`src/rtl/csr_timer_pkg.sv`:
```
// csr_timer shared definitions
// register indices, CTRL/STATUS bit positions
package csr_timer_pkg;

  localparam logic [2:0] REG_CTRL     = 3'd0;
  localparam logic [2:0] REG_COMPARE  = 3'd1;
  localparam logic [2:0] REG_COUNTER  = 3'd2;
  localparam logic [2:0] REG_STATUS   = 3'd3;
  localparam logic [2:0] REG_PRESCALE = 3'd4;

  localparam int CTRL_EN   = 0;
  localparam int CTRL_AR   = 1;
  localparam int CTRL_IE   = 2;
  localparam int STAT_PEND = 0;

  typedef struct packed {
    logic ie;
    logic ar;
    logic en;
  } ctrl_t;

  function automatic logic [31:0] ctrl_rd(ctrl_t c);
    return {29'd0, c};
  endfunction

endpackage

```
`src/rtl/timer_prescaler.sv`:
```
// csr_timer prescaler
// emits one tick every div+1 cycles while enabled
module timer_prescaler (
  input  logic        sys_clk,
  input  logic        sys_rst,
  input  logic        en,
  input  logic        clr,
  input  logic [15:0] div,
  output logic        tick
);

  logic [15:0] r_pcnt;

  assign tick = en && (r_pcnt == div);

  // divider count, held at 0 while disabled or cleared
  always_ff @(posedge sys_clk) begin
    if (sys_rst) begin
      r_pcnt <= '0;
    end else if (!en || clr || tick) begin
      r_pcnt <= '0;
    end else begin
      r_pcnt <= r_pcnt + 16'd1;
    end
  end

endmodule

```
`src/rtl/csr_timer.sv`:
```
// csr_timer top: CSR decode, registers,
// counter/compare datapath and read mux
module csr_timer
  import csr_timer_pkg::*;
#(
  parameter logic [3:0] csr_addr = 4'h2
) (
  input  logic        sys_clk,
  input  logic        sys_rst,
  input  logic [13:0] csr_a,
  input  logic        csr_we,
  input  logic [31:0] csr_di,
  output logic [31:0] csr_do,
  output logic        irq
);

  ctrl_t       r_ctrl;
  logic [31:0] r_compare;
  logic [31:0] r_counter;
  logic [15:0] r_prescale;
  logic        r_pend;
  logic [31:0] r_do;

  logic        w_sel;
  logic [2:0]  w_idx;
  logic        w_wr;
  logic        w_wr_ctrl;
  logic        w_wr_cmp;
  logic        w_wr_cnt;
  logic        w_wr_stat;
  logic        w_wr_psc;
  logic        w_tick;
  logic        w_eq;
  logic        w_hit;
  logic        w_step;
  logic [31:0] w_rd;
  logic        w_unused;

  assign w_sel     = (csr_a[13:10] == csr_addr);
  assign w_idx     = csr_a[2:0];
  assign w_wr      = csr_we && w_sel;
  assign w_wr_ctrl = w_wr && (w_idx == REG_CTRL);
  assign w_wr_cmp  = w_wr && (w_idx == REG_COMPARE);
  assign w_wr_cnt  = w_wr && (w_idx == REG_COUNTER);
  assign w_wr_stat = w_wr && (w_idx == REG_STATUS);
  assign w_wr_psc  = w_wr && (w_idx == REG_PRESCALE);
  assign w_unused  = ^csr_a[9:3];

  // a COUNTER write in a tick cycle swallows that tick
  assign w_eq   = (r_counter == r_compare);
  assign w_hit  = w_tick && !w_wr_cnt && w_eq;
  assign w_step = w_tick && !w_wr_cnt && !w_eq;

  timer_prescaler u_psc (
    .sys_clk (sys_clk),
    .sys_rst (sys_rst),
    .en      (r_ctrl.en),
    .clr     (w_wr_cnt),
    .div     (r_prescale),
    .tick    (w_tick)
  );

  // CTRL: CSR write wins over the one-shot EN clear
  always_ff @(posedge sys_clk) begin
    if (sys_rst) begin
      r_ctrl <= '0;
    end else if (w_wr_ctrl) begin
      r_ctrl.en <= csr_di[CTRL_EN];
      r_ctrl.ar <= csr_di[CTRL_AR];
      r_ctrl.ie <= csr_di[CTRL_IE];
    end else if (w_hit && !r_ctrl.ar) begin
      r_ctrl.en <= 1'b0;
    end
  end

  // COMPARE and PRESCALE are plain R/W registers
  always_ff @(posedge sys_clk) begin
    if (sys_rst) begin
      r_compare  <= '0;
      r_prescale <= '0;
    end else begin
      if (w_wr_cmp) r_compare  <= csr_di;
      if (w_wr_psc) r_prescale <= csr_di[15:0];
    end
  end

  // COUNTER: load, reload on match, or step on tick
  always_ff @(posedge sys_clk) begin
    if (sys_rst) begin
      r_counter <= '0;
    end else if (w_wr_cnt) begin
      r_counter <= csr_di;
    end else if (w_hit && r_ctrl.ar) begin
      r_counter <= '0;
    end else if (w_step) begin
      r_counter <= r_counter + 32'd1;
    end
  end

  // PEND: a new match beats a same-cycle W1C
  always_ff @(posedge sys_clk) begin
    if (sys_rst) begin
      r_pend <= 1'b0;
    end else if (w_hit) begin
      r_pend <= 1'b1;
    end else if (w_wr_stat && csr_di[STAT_PEND]) begin
      r_pend <= 1'b0;
    end
  end

  // read data selection for the addressed register
  always_comb begin
    w_rd = '0;
    case (w_idx)
      REG_CTRL:     w_rd = ctrl_rd(r_ctrl);
      REG_COMPARE:  w_rd = r_compare;
      REG_COUNTER:  w_rd = r_counter;
      REG_STATUS:   w_rd = {31'd0, r_pend};
      REG_PRESCALE: w_rd = {16'd0, r_prescale};
      default:      w_rd = '0;
    endcase
  end

  // one-cycle registered read port, 0 off-bank
  always_ff @(posedge sys_clk) begin
    if (sys_rst) begin
      r_do <= '0;
    end else begin
      r_do <= w_sel ? w_rd : 32'd0;
    end
  end

  assign csr_do = r_do;
  assign irq    = r_pend && r_ctrl.ie;

endmodule

```
`config.mk`:
```
export PLATFORM = sky130hd
export DESIGN_NAME = csr_timer
export DESIGN_NICKNAME = d
export VERILOG_FILES = /design/src/rtl/csr_timer_pkg.sv /design/src/rtl/timer_prescaler.sv /design/src/rtl/csr_timer.sv
export SDC_FILE = /design/constraint.sdc
export NUM_CORES = 1
export LEC_CHECK = 0
export ABC_AREA = 0
export CELL_PAD_IN_SITES_DETAIL_PLACEMENT = 1
export CELL_PAD_IN_SITES_GLOBAL_PLACEMENT = 1
export CORE_UTILIZATION = 42
export CTS_BUF_LIST = sky130_fd_sc_hd__clkbuf_16
export CTS_CLUSTER_SIZE = 8
export DETAILED_ROUTE_END_ITERATION = 7
export PLACE_DENSITY = 0.8
export SKIP_CTS_REPAIR_TIMING = 1
export SYNTH_ARGS = -nofsm -noshare
export SYNTH_HDL_FRONTEND = slang
export SYNTH_SLANG_ARGS = --single-unit
```
`constraint.sdc`:
```
create_clock -name sys_clk -period 6.76 [get_ports sys_clk]
set_clock_uncertainty 0.1 [all_clocks]
set_input_delay 1.352 -clock sys_clk [delete_from_list [all_inputs] [get_ports sys_clk]]
set_output_delay 1.352 -clock sys_clk [all_outputs]
set_load 0.02 [all_outputs]
```
==> metrics.md <==
| Metric | Value |
|---|---|
| Antenna Violating Nets Remaining | `0` |
| Sequential standard cell area | `approximately 2600 µm²` |
| Max IR drop VDD | `between 0.15 and 0.2 mV` |
| Area of the core | `15200 µm²` |
| Setup repair after global routing missed its margin | `false` |
| Hold Path Cell Cnt | `2` |
| Net count after synthesis | `~850` |
| Most utilized layer in the global route result | `met2` |
| Detailed Route WL | `21.6 mm` |
| Number of port buffers | `between 70 and 80` |
| Root Buffer | `clkbuf_16` |
| Final net count | `between 800 and 900` |
| Gate Count Post-Synth | `794` |
| Final core utilization | `0.526` |
| Via/cell ratio | `between 6 and 7` |
| Place WS | `roughly 1.9 ns` |
| Final Hold Slack | `0.388 ns` |
| Area growth, synth to finish | `22.1%` |
| Met2 usage | `0.477` |
| Core Rows | `45` |
| Die footprint | `16100 µm²` |
| Transition at the pin with the smallest max-transition slack | `about 1.3 ns` |
| Synth top area share | `0.404` |
| Maximum net fanout on the critical path | `47` |
| Dominant synthesized flop cell | `dfxtp_1` |
| Design Area, Final | `about 8000 µm²` |
| Dominant combinational cell family by area after synthesis | `simple AND/OR/NAND/NOR gates` |
| Count of fill cells added during filler insertion | `about 1800` |
| Wire length of the first global-routing pass | `34.6 mm` |
| First element of the critical path | `csr_a[0]` |
| Number of cells traversed by the worst register-to-register path | `7` |
| DRC violation count after routing | `0` |
| Clock transition time at the flip-flop clock pins of the worst setup and hold paths | `approximately 0.06 ns` |
| Final setup violation count | `0` |
| Placer's final routability congestion estimate | `a little over 0.8` |
| Final Slew Violations | `0` |
| Die span in x | `127 µm` |
| Chip Height | `about 130 µm` |
| Cell count after placement | `roughly 1000` |
| WP data arrival | `approximately 4.7 ns` |
| Top cells by area in the synthesized netlist | `dfxtp_1, xor2_1, a22oi_1` |
| Req. time, crit path | `between 7 and 8 ns` |
| Met3 GRT Util | `0.0595` |
| Worst-case setup margin in the final layout | `between 2 and 2.5 ns` |
| Share of synthesized area spent on multiplexers | `0.0340` |
| Launching element type of the critical path | `input pin` |
| Antenna diode count | `0` |
| Setup TNS after final layout | `0 ns` |
| Leakage power | `approximately 3 nW` |
| Vias in the first global route | `around 6400` |
| TritonCTS clock tree | `done` |
| Flop and latch count out of synthesis | `approximately 130` |
| Met1 GRT Util | `0.341` |
| Adder-Cell Fraction of Synth Area | `0.00382` |
| Synthesized area per cell | `about 8.2 µm²` |
| Fraction of synthesized cell area in xor and xnor cells | `0.102` |
| Initial Util | `0.430` |
| Power per cell area | `approximately 230 nW/µm²` |
| Final critical-path required period | `between 4 and 5 ns` |
| Sink Count | `between 100 and 150` |
| TritonCTS buffer count | `17` |
| Drt pass-1 iters | `4` |
| Number of buffers between clock root and the deepest sink | `2` |
| Ports placed on the boundary | `82` |
| Final Power | `about 1.9 mW` |
| Drt first-iter violations | `between 500 and 600` |
| Maximum number of pins on one net before global-route repair | `between 80 and 90` |
| Worst slew slack as a fraction of its limit | `0.157` |
| Worst hold path type | `flip-flop to flip-flop` |
| Overall track demand over capacity in global routing | `0.282` |
| Register area share after synthesis | `0.404` |
| Initial antenna violation count | `0` |
| Dpl hpwl | `around 15 mm` |
| Hold Vio Cnt, Final | `0` |
| Startpoint-to-endpoint class of the critical path | `input pin to flip-flop` |
| Mapped cell area | `6540 µm²` |
| Result of the run | `complete, no violations` |
| Layout cell share with drive strength beyond 1 | `0.0615` |
| Overflow left after global routing | `0` |
| Distinct cell type count after synthesis | `50` |
| Average detailed-routed wire length per instance | `between 20 and 25 µm` |
| Simple-Gate Fraction of Synth Area | `0.230` |
| Top cell type by total area after synthesis | `dfxtp_1` |
| Number of vias in the routed layout | `just over 6000` |
| Multi-input combinational cell area | `3610 µm²` |
| Critical path endpoint category | `flip-flop` |
| Launching point of the worst reg2reg path | `r_counter[19]` |
| H-tree levels | `4` |
| Max Clock Freq | `0.223 GHz` |
| Startpoint of the most critical hold path | `r_compare[24]` |
| Post-route insts no fill | `a little over 1000` |
| Number of warnings issued by yosys | `0` |
| Number of flops mapped to enable cells by yosys | `0` |
| Placed instance area | `around 7400 µm²` |
| Max-Cap Viols | `0` |
| Synth async-reset ratio | `0` |
| Final clock period utilization by the worst path | `0.663` |
| Synthesized-area fraction occupied by ao, oa, aoi and oai cells | `0.175` |
| Clock latency on the worst-skew pair | `0.44 ns` |
-- Yosys cell counts, drive strengths merged (4+ instances only) --
cell type,instances
xor2,52
dfxtp,132
or3,4
nor4,17
nor2,95
a311oi,12
nor2b,6
nand3,37
nand4,16
buf,21
inv,12
mux2i,20
and4,5
a31oi,4
clkbuf,44
a221oi,12
and2,4
nor3,8
a22oi,56
xnor2,24
and3,10
nand2,102
a21oi,68
-- logic make-up (layout without fill, tap and decap cells) --
logic type / after synthesis / after routing
simple gates: 318 / 318
mux: 21 / 21
buf+inv: 77 / 128
flops: 132 / 132
fa+ha+maj: 2 / 2
compound gates: 168 / 168
xor+xnor: 76 / 76
-- sequential cells by signal, summed over array words and instances, names as in the netlist --
name and count:
r_counter 32, r_pend 1, csr_do 32, r_ctrl 3, u_psc.r_pcnt 16, r_compare 32
r_prescale 16
-- layout by cell type, fill, tap and decap left out, types with 20 or more instances in the layout --
cell,netlist,final
xor2_1,52,52
a21oi_1,68,68
nor2_1,95,95
dfxtp_1,132,132
nand2_1,102,102
mux2i_1,20,20
a22oi_1,56,56
xnor2_1,24,24
nand3_1,37,37
clkdlybuf4s50_1,0,73
-- metal layers --
| metal | vias to the layer above | wire length [µm] |
|---|---|---|
| met5 | - | 0 |
| met4 | 0 | 622 |
| met3 | 40 | 1100 |
| met2 | 203 | 10800 |
| met1 | 3093 | 9090 |
| li1 | 2884 | - |
-- worst max-delay path, cell delays in order --
cell and delay (ns):
clkdlybuf4s50_1 1.09, nor3b_2 0.11, buf_4 0.26, and3_1 0.23, buf_4 0.30, a2111oi_4 0.77
buf_4 0.33, a22oi_1 0.09, a21oi_1 0.18
-- power by group --
group	leakage, nW	internal (mW)	total, mW	switching (mW)
sequential	1.06	0.779	0.781	0.00170
clock	0.306	0.650	1.02	0.366
combinational	1.59	0.0294	0.0744	0.0450
-- area by class of cell --
cell class / count / area share
Multi-Input combinational cell: 585 / 0.452
Sequential cell: 132 / 0.331
Timing Repair Buffer: 85 / 0.102
Clock buffer: 17 / 0.0532
Tap cell: 188 / 0.0294
Clock inverter: 14 / 0.0265
Inverter: 12 / 0.00564
-- worst paths after layout --
kind,end,slack [ns]
worst max-delay path,r_counter[14],2.27
worst min register to register,r_compare[24],0.39
worst max register to register,r_counter[24],3.57
worst min-delay path,r_compare[24],0.39
Note: power is estimated with default switching activity, not from simulation.
